[src/rtl/wb_shared_bus_pkg.sv]
// wb_shared_bus_pkg: shared types and helpers for the wb_shared_bus interconnect.
//   state_t  : arbitration state (IDLE, OWNED)
//   dec_t    : decode result (hit flag plus slave index)
//   idx_w()  : index width helper, never narrower than one bit
//   decode() : mask/base address decoder, lowest matching slave index wins
package wb_shared_bus_pkg;

  typedef enum logic [0:0] {
    IDLE  = 1'b0,
    OWNED = 1'b1
  } state_t;

  // Decoder works on fixed maximum widths; callers zero-extend into these.
  localparam int MAX_S      = 16;
  localparam int MAX_ADR_W  = 64;
  localparam int MAX_SIDX_W = 4;

  typedef struct packed {
    logic                  hit;
    logic [MAX_SIDX_W-1:0] idx;
  } dec_t;

  function automatic int idx_w(input int n);
    return (n > 1) ? $clog2(n) : 1;
  endfunction

  // Scan from the top down so the lowest matching index is the last one written.
  function automatic dec_t decode(input logic [MAX_ADR_W-1:0]       adr,
                                  input logic [MAX_S*MAX_ADR_W-1:0] base,
                                  input logic [MAX_S*MAX_ADR_W-1:0] mask,
                                  input int                         count);
    dec_t res;
    res.hit = 1'b0;
    res.idx = 4'd0;
    for (int i = MAX_S - 1; i >= 0; i--) begin
      if ((i < count) &&
          ((adr & mask[i*MAX_ADR_W +: MAX_ADR_W]) == base[i*MAX_ADR_W +: MAX_ADR_W])) begin
        res.hit = 1'b1;
        res.idx = MAX_SIDX_W'(i);
      end else begin
        res.hit = res.hit;
      end
    end
    return res;
  endfunction

endpackage

[src/rtl/wb_shared_bus_arb.sv]
// wb_rr_arbiter: round-robin bus arbiter with registered one-hot grant.
//   clock, reset : clock and asynchronous active-low reset
//   req          : per-master request (master m_cyc)
//   gnt          : registered one-hot grant, zero while idle
//   owner        : index of the current owner (valid while busy)
//   busy         : high while the bus is owned
// The owner holds the bus until its request drops; the pointer then moves
// to owner+1 and one idle cycle passes before the next grant.
module wb_rr_arbiter
  import wb_shared_bus_pkg::*;
#(
  parameter  int N  = 2,
  localparam int IW = idx_w(N)
) (
  input  logic          clock,
  input  logic          reset,
  input  logic [N-1:0]  req,
  output logic [N-1:0]  gnt,
  output logic [IW-1:0] owner,
  output logic          busy
);

  state_t        state_r, state_s;
  logic [N-1:0]  gnt_r, gnt_s;
  logic [IW-1:0] owner_r, owner_s;
  logic [IW-1:0] ptr_r, ptr_s;
  logic [IW-1:0] pick_idx_s;
  logic          pick_found_s;

  // Round-robin search: first requester at or after the pointer, wrapping.
  always_comb begin
    pick_found_s = 1'b0;
    pick_idx_s   = '0;
    for (int k = 0; k < N; k++) begin
      if (!pick_found_s && req[(int'(ptr_r) + k) % N]) begin
        pick_found_s = 1'b1;
        pick_idx_s   = IW'((int'(ptr_r) + k) % N);
      end else begin
        pick_found_s = pick_found_s;
      end
    end
  end

  // Next-state logic: grant from IDLE, release from OWNED.
  always_comb begin
    state_s = state_r;
    gnt_s   = gnt_r;
    owner_s = owner_r;
    ptr_s   = ptr_r;
    case (state_r)
      IDLE: begin
        if (pick_found_s) begin
          state_s             = OWNED;
          gnt_s               = '0;
          gnt_s[pick_idx_s]   = 1'b1;
          owner_s             = pick_idx_s;
        end else begin
          gnt_s = '0;
        end
      end
      OWNED: begin
        if (!req[owner_r]) begin
          state_s = IDLE;
          gnt_s   = '0;
          ptr_s   = (owner_r == IW'(N - 1)) ? IW'(0) : owner_r + IW'(1);
        end else begin
          state_s = OWNED;
        end
      end
      default: begin
        state_s = IDLE;
        gnt_s   = '0;
      end
    endcase
  end

  // Arbitration state registers.
  always_ff @(posedge clock or negedge reset) begin
    if (!reset) begin
      state_r <= IDLE;
      gnt_r   <= '0;
      owner_r <= '0;
      ptr_r   <= '0;
    end else begin
      state_r <= state_s;
      gnt_r   <= gnt_s;
      owner_r <= owner_s;
      ptr_r   <= ptr_s;
    end
  end

  assign gnt   = gnt_r;
  assign owner = owner_r;
  assign busy  = (state_r == OWNED);

endmodule

[src/rtl/wb_shared_bus.sv]
// wb_shared_bus: Wishbone classic shared-bus interconnect, M_COUNT masters to
// S_COUNT slaves, round-robin arbitration, mask/base decode, internal error
// responder for unmapped addresses.
//   clock, reset                 : clock, asynchronous active-low reset
//   m_cyc/m_stb/m_we/m_adr/
//   m_dat_w/m_sel                : packed master requests
//   m_ack/m_err/m_dat_r          : per-master responses (owner only)
//   s_cyc/s_stb/s_we             : per-slave controls (matched slave only)
//   s_adr/s_dat_w/s_sel          : shared slave request fields from the owner
//   s_ack/s_err/s_dat_r          : per-slave responses
//   gnt                          : one-hot current owner, zero when idle
// Optional macro WB_SHARED_BUS_TIMEOUT_EN adds a watchdog that answers a
// stalled beat with m_err after TIMEOUT_CYCLES cycles without ack/err.
module wb_shared_bus
  import wb_shared_bus_pkg::*;
#(
  parameter  int                           M_COUNT        = 2,
  parameter  int                           S_COUNT        = 2,
  parameter  int                           ADR_WIDTH      = 32,
  parameter  int                           DAT_WIDTH      = 32,
  parameter  logic [S_COUNT*ADR_WIDTH-1:0] S_BASE         = '0,
  parameter  logic [S_COUNT*ADR_WIDTH-1:0] S_MASK         = '0,
  parameter  int                           TIMEOUT_CYCLES = 255,
  localparam int                           SEL_WIDTH      = DAT_WIDTH / 8,
  localparam int                           MIDX_W         = idx_w(M_COUNT)
) (
  input  logic                         clock,
  input  logic                         reset,
  input  logic [M_COUNT-1:0]           m_cyc,
  input  logic [M_COUNT-1:0]           m_stb,
  input  logic [M_COUNT-1:0]           m_we,
  input  logic [M_COUNT*ADR_WIDTH-1:0] m_adr,
  input  logic [M_COUNT*DAT_WIDTH-1:0] m_dat_w,
  input  logic [M_COUNT*SEL_WIDTH-1:0] m_sel,
  output logic [M_COUNT-1:0]           m_ack,
  output logic [M_COUNT-1:0]           m_err,
  output logic [M_COUNT*DAT_WIDTH-1:0] m_dat_r,
  output logic [S_COUNT-1:0]           s_cyc,
  output logic [S_COUNT-1:0]           s_stb,
  output logic [S_COUNT-1:0]           s_we,
  output logic [ADR_WIDTH-1:0]         s_adr,
  output logic [DAT_WIDTH-1:0]         s_dat_w,
  output logic [SEL_WIDTH-1:0]         s_sel,
  input  logic [S_COUNT-1:0]           s_ack,
  input  logic [S_COUNT-1:0]           s_err,
  input  logic [S_COUNT*DAT_WIDTH-1:0] s_dat_r,
  output logic [M_COUNT-1:0]           gnt
);

  logic [M_COUNT-1:0]       gnt_s;
  logic [MIDX_W-1:0]        owner_s;
  logic                     busy_s;
  logic                     own_cyc_s, own_stb_s, own_we_s;
  logic [ADR_WIDTH-1:0]     own_adr_s;
  logic [DAT_WIDTH-1:0]     own_dat_s;
  logic [SEL_WIDTH-1:0]     own_sel_s;
  logic [MAX_ADR_W-1:0]     adr_wide_s;
  logic [MAX_S*MAX_ADR_W-1:0] base_wide_s, mask_wide_s;
  dec_t                     dec_s;
  logic                     sl_ack_s, sl_err_s;
  logic [DAT_WIDTH-1:0]     sl_dat_s;
  logic                     route_s;
  logic                     to_fire_s;
  logic                     err_pend_r;

  wb_rr_arbiter #(.N(M_COUNT)) u_arb (
    .clock (clock),
    .reset (reset),
    .req   (m_cyc),
    .gnt   (gnt_s),
    .owner (owner_s),
    .busy  (busy_s)
  );

  assign gnt = gnt_s;

  // Owner request mux (AND-OR); own_cyc_s drops as soon as the owner releases.
  always_comb begin
    logic sel_j;
    own_cyc_s = 1'b0;
    own_stb_s = 1'b0;
    own_we_s  = 1'b0;
    own_adr_s = '0;
    own_dat_s = '0;
    own_sel_s = '0;
    sel_j     = 1'b0;
    for (int j = 0; j < M_COUNT; j++) begin
      sel_j     = busy_s && (owner_s == MIDX_W'(j));
      own_cyc_s = own_cyc_s | (m_cyc[j] & sel_j);
      own_stb_s = own_stb_s | (m_stb[j] & sel_j);
      own_we_s  = own_we_s  | (m_we[j]  & sel_j);
      own_adr_s = own_adr_s | (m_adr[j*ADR_WIDTH +: ADR_WIDTH] & {ADR_WIDTH{sel_j}});
      own_dat_s = own_dat_s | (m_dat_w[j*DAT_WIDTH +: DAT_WIDTH] & {DAT_WIDTH{sel_j}});
      own_sel_s = own_sel_s | (m_sel[j*SEL_WIDTH +: SEL_WIDTH] & {SEL_WIDTH{sel_j}});
    end
  end

  // Address decode of the owner's address against the slave windows.
  always_comb begin
    adr_wide_s  = '0;
    base_wide_s = '0;
    mask_wide_s = '0;
    adr_wide_s[ADR_WIDTH-1:0] = own_adr_s;
    for (int i = 0; i < S_COUNT; i++) begin
      base_wide_s[i*MAX_ADR_W +: ADR_WIDTH] = S_BASE[i*ADR_WIDTH +: ADR_WIDTH];
      mask_wide_s[i*MAX_ADR_W +: ADR_WIDTH] = S_MASK[i*ADR_WIDTH +: ADR_WIDTH];
    end
    dec_s = decode(adr_wide_s, base_wide_s, mask_wide_s, S_COUNT);
  end

  // Raw response of the matched slave, before any watchdog override.
  always_comb begin
    logic hit_i;
    sl_ack_s = 1'b0;
    sl_err_s = 1'b0;
    sl_dat_s = '0;
    hit_i    = 1'b0;
    for (int i = 0; i < S_COUNT; i++) begin
      hit_i    = own_cyc_s && dec_s.hit && (dec_s.idx == MAX_SIDX_W'(i));
      sl_ack_s = sl_ack_s | (s_ack[i] & hit_i);
      sl_err_s = sl_err_s | (s_err[i] & hit_i);
      sl_dat_s = sl_dat_s | (s_dat_r[i*DAT_WIDTH +: DAT_WIDTH] & {DAT_WIDTH{hit_i}});
    end
  end

`ifdef WB_SHARED_BUS_TIMEOUT_EN
  logic [31:0] to_cnt_r;

  assign to_fire_s = own_cyc_s && own_stb_s && (to_cnt_r >= 32'(TIMEOUT_CYCLES));

  // Watchdog: counts consecutive stalled strobe cycles of a mapped beat.
  always_ff @(posedge clock or negedge reset) begin
    if (!reset) begin
      to_cnt_r <= 32'd0;
    end else if (to_fire_s) begin
      to_cnt_r <= 32'd0;
    end else if (own_cyc_s && own_stb_s && dec_s.hit && !sl_ack_s && !sl_err_s) begin
      to_cnt_r <= to_cnt_r + 32'd1;
    end else begin
      to_cnt_r <= 32'd0;
    end
  end
`else
  assign to_fire_s = 1'b0;
`endif

  // Error responder: one pulse per unmapped strobe; the !err_pend_r term keeps
  // pulses from running back-to-back, and losing the owner cancels the pulse.
  always_ff @(posedge clock or negedge reset) begin
    if (!reset) begin
      err_pend_r <= 1'b0;
    end else begin
      err_pend_r <= own_cyc_s && own_stb_s && !dec_s.hit && !err_pend_r;
    end
  end

  assign route_s = own_cyc_s && dec_s.hit && !to_fire_s;

  // Slave-side controls: only the matched slave is selected.
  always_comb begin
    s_cyc = '0;
    s_stb = '0;
    s_we  = '0;
    for (int i = 0; i < S_COUNT; i++) begin
      s_cyc[i] = route_s && (dec_s.idx == MAX_SIDX_W'(i));
      s_stb[i] = s_cyc[i] && own_stb_s;
      s_we[i]  = s_cyc[i] && own_we_s;
    end
    s_adr   = own_adr_s & {ADR_WIDTH{own_cyc_s}};
    s_dat_w = own_dat_s & {DAT_WIDTH{own_cyc_s}};
    s_sel   = own_sel_s & {SEL_WIDTH{own_cyc_s}};
  end

  // Master-side responses: only the live owner sees anything.
  always_comb begin
    logic sel_j;
    m_ack   = '0;
    m_err   = '0;
    m_dat_r = '0;
    sel_j   = 1'b0;
    for (int j = 0; j < M_COUNT; j++) begin
      sel_j    = own_cyc_s && (owner_s == MIDX_W'(j));
      m_ack[j] = sel_j && sl_ack_s && !to_fire_s;
      m_err[j] = sel_j && ((sl_err_s && !to_fire_s) || err_pend_r || to_fire_s);
      m_dat_r[j*DAT_WIDTH +: DAT_WIDTH] = sl_dat_s & {DAT_WIDTH{sel_j}};
    end
  end

endmodule

[config.mk]
export PLATFORM = sky130hd
export DESIGN_NAME = wb_shared_bus
export DESIGN_NICKNAME = d
export VERILOG_FILES = /design/src/rtl/wb_shared_bus_pkg.sv /design/src/rtl/wb_shared_bus_arb.sv /design/src/rtl/wb_shared_bus.sv
export SDC_FILE = /design/constraint.sdc
export NUM_CORES = 1
export LEC_CHECK = 0
export CORE_AREA = 3 3 138 140
export CTS_CLUSTER_DIAMETER = 50
export DETAILED_ROUTE_END_ITERATION = 6
export DIE_AREA = 0 0 141 143
export GPL_TIMING_DRIVEN = 0
export PLACE_DENSITY_LB_ADDON = 0.05
export SETUP_SLACK_MARGIN = 0.5
export SLEW_MARGIN = 10
export SYNTH_ARGS = -nofsm -noshare
export SYNTH_HDL_FRONTEND = slang
export SYNTH_SLANG_ARGS = --single-unit
[constraint.sdc]
create_clock -name clock -period 2.8 [get_ports clock]
set_input_delay 0.42 -clock clock [delete_from_list [all_inputs] [get_ports clock]]
set_output_delay 0.42 -clock clock [all_outputs]
set_load 0.005 [all_outputs]
==> impl_metrics.py <==
metrics = {
    "run_status": {
        "status": "finished, final reports clean",
    },
    "floorplanning": {
        "io_pins": 356,
        "core_area_um2": 18000,
        "die_w_um": 141,
        "rows": 49,
        "fp.dieH_um": 143,
        "die-area_um2": 20200,
        "initial_core_util_pct": 10.7,
    },
    "power": {
        "power_switching_mw": 1.00,
        "p_per_area_nw_per_um2": 460,
        "switching_share_pct": 38.0,
        "vdd.ir_drop.worst_mv": 0.173,
        "p_int_mw": 1.64,
        "combPwrFrac_pct": 86.1,
        "p_leak_nw": 2.76,
        "power_frac_clock_pct": 8.9,
        "fin_total_pwr_mw": 2.64,
        "seqPwrFrac_pct": 5.0,
    },
    "clocking": {
        "clk_latency_ns": 0.23,
        "cts_hold_buffers": 0,
        "cts_sinks": 5,
        "clockBufferDepth": 2,
        "cts_tree": "built",
        "cts_made_buffers": 3,
        "htreeDepth": 1,
        "clkTransAtPathRegs_ns": 0.03,
        "cts_root_buffer": "clkbuf_16",
    },
    "layout": {
        "syn_to_final_growth_pct": 198,
        "fin_cells": 884,
        "drive_above_1_share_pct": 9.33,
        "final_util_pct": 32.0,
        "n_fill_cell": 1921,
        "nets": 867,
    },
    "synthesis": {
        "syn_area_per_cell_um2": 5.98,
        "ys_top_cells_by_area": "and2_1 (22%), nand3b_1 (18%), a21oi_1 (12%)",
        "syn_inst": 322,
        "synthDistinctLibCells": 22,
        "yosys-top-cells-count": "and2_1 (69), nand2_1 (49), a21oi_1 (48)",
        "async_reset_ff_share_pct": 100,
        "synth_top_area_cell": "and2_1",
        "yosys_warnings": 0,
        "yosysMostFrequentCell": "and2_1",
        "synth_seq_cells": 5,
        "synth_ff_type": "dfrtp_1",
        "syn_area_um2": 1930,
        "synth_top_area_share_pct": 22.4,
        "ys_seq_area_share_pct": 6.49,
        "synth-edff-count": 0,
    },
    "sta": {
        "finalCriticalPeriod_ns": 2.28,
        "rsz0062_at_grt": "true",
        "slew_violations": 0,
        "tns_ns": 0,
        "hold_slack_ns": 0.419,
        "fmax_ghz": 0.439,
        "fin_skew_ns": 0.00271,
        "final-setup-viol-count": 0,
        "finalHoldViolCount": 0,
        "period_share_pct": 81.4,
    },
    "routing": {
        "drt-total-wl_mm": 13.8,
        "drt-initial-drc-count": 174,
        "postRouteAntennaNets": 0,
        "drt-pass1-iter-count": 5,
        "routed_via_density": 3.97,
        "wl_per_cell_um": 15.6,
        "route.detailed.drc": 0,
        "vias": 3506,
    },
    "setup_path": {
        "critical-path-slowest-cell": "clkdlybuf4s50_1",
        "cp_cell_sequence": "buf_12 > clkbuf_4 > nand3b_1 > a21oi_1 > clkdlybuf4s50_1",
        "start_kind": "register",
        "rr_endpoint": "u_arb.gnt[0]",
        "r2r-start": "u_arb.owner",
        "critical_path_arrival_ns": 1.86,
        "worstPathRequired_ns": 2.38,
        "cp_max_fo": 10,
        "crit_family": "buffers and inverters",
        "worst_setup_path_end_kind": "primary output",
        "critPathMaxStageDelay_ns": 0.52,
        "r2r.worst_path.cells": 4,
        "crit_buf_inv": 3,
        "path_class": "reg -> out",
        "ff2ff_setup_slack_ns": 1.65,
    },
    "placement": {
        "dpl.hpwl_mm": 11.7,
        "placed_cells": 871,
        "portBuffers": 318,
        "routabilityCongestion": 0.732,
    },
    "run": {
        "maxCapViolCount": 0,
    },
    "global_routing": {
        "grt_max_degree": 11,
        "grt_first_pass_wirelength_mm": 20.4,
        "overflow": 0,
        "gr-usage-all-layers_pct": 12.6,
        "grt_pass1_vias": 3512,
        "antenna_found_initial": 1,
    },
    "hold_path": {
        "hold_class": "in -> async",
    },
}
==> kinds of logic after synthesis <==
group	share of synthesized area, %
other	0.195
DFF	6.49
and+or+nand+nor	56.9
buffers and inverters	12.7
AOI/OAI and AO/OA	23.7
==> cell usage in the layout, fill, tap and decap left out, types with 2 or more instances in the layout <==
| cell | netlist | layout |
|---|---|---|
| a21oi_1 | 48 | 47 |
| a22oi_1 | 24 | 23 |
| and2_1 | 69 | 68 |
| buf_12 | 0 | 2 |
| buf_2 | 10 | 7 |
| buf_4 | 5 | 14 |
| buf_6 | 7 | 12 |
| clkbuf_1 | 14 | 2 |
| clkbuf_16 | 0 | 3 |
| clkbuf_4 | 0 | 7 |
| clkbuf_8 | 0 | 4 |
| clkdlybuf4s50_1 | 0 | 243 |
| conb_1 | 1 | 3 |
| dfrtp_1 | 5 | 4 |
| dlygate4sd2_1 | 0 | 44 |
| dlymetal6s2s_1 | 0 | 29 |
| inv_2 | 1 | 2 |
| nand2_1 | 49 | 49 |
| nand3b_1 | 46 | 46 |
| nor2_1 | 27 | 26 |
| o21ai_0 | 6 | 6 |
==> worst max-delay path by stage <==
stage                            from          end  slack, ns  depth (start not counted)
after CTS                 u_arb.owner    s_adr[11]       0.49                          6
after floorplan            u_arb.busy     s_cyc[0]       1.17                          6
after global placement       m_cyc[0]    s_adr[15]      -0.09                          7
final                     u_arb.owner  s_dat_w[12]       0.52                          5
after detailed placement     m_cyc[0]    s_adr[15]      -0.08                          7
after global routing      u_arb.owner     s_adr[2]       0.46                          6
==> flip-flops by register name (all words and copies together), names as in the netlist <==
| name | cells |
|---|---|
| u_arb.gnt | 2 |
| u_arb.ptr_r | 1 |
| u_arb.owner | 1 |
| u_arb.busy | 1 |
==> repair_timing <==
action	CTS	global route
cloned	1	0
setup endpoints to repair	139	87
setup buffers	4	3
pin swaps	4	0
gates resized for setup	100	46
==> per-stage QoR <==
stage               cell area (um2)  setup slack, ns
floorplan                      1930             1.17
global placement               5400          -0.0886
detailed placement             5400          -0.0797
CTS                            5630            0.486
global route                   5740            0.457
finish                         5750            0.521
==> area by class of cell <==
cell class / instances / area, um2 / share of cell area [%]
repair buffers: 326 / 3290 / 57.3
inverters: 2 / 7.51 / 0.131
plain buffers: 40 / 368 / 6.40
flip-flops and latches: 5 / 126 / 2.20
clock buffers: 4 / 78.8 / 1.37
diodes: 1 / 2.50 / 0.0436
well taps: 229 / 287 / 4.99
multi-input cells: 277 / 1580 / 27.6
==> per-layer routing <==
layer | vias up | global-route usage, % | part of all wire (%)
li1 | 1745 | - | -
met1 | 1578 | 14.3 | 38
met2 | 169 | 24.2 | 53
met3 | 14 | 2.78 | 6.9
met4 | 0 | 2.40 | 1.6
met5 | - | 0 | 0
==> power by group through the flow <==
stage / logic [mW] / clock network (mW) / registers (mW)
detailed placement: 2.19 / 0 / 0.131
global placement: 2.20 / 0 / 0.130
floorplan: 0.928 / 0 / 0.124
global route: 2.49 / 0.245 / 0.136
CTS: 2.32 / 0.237 / 0.132
finish: 2.28 / 0.236 / 0.133
(Power assumes the default switching activity.)
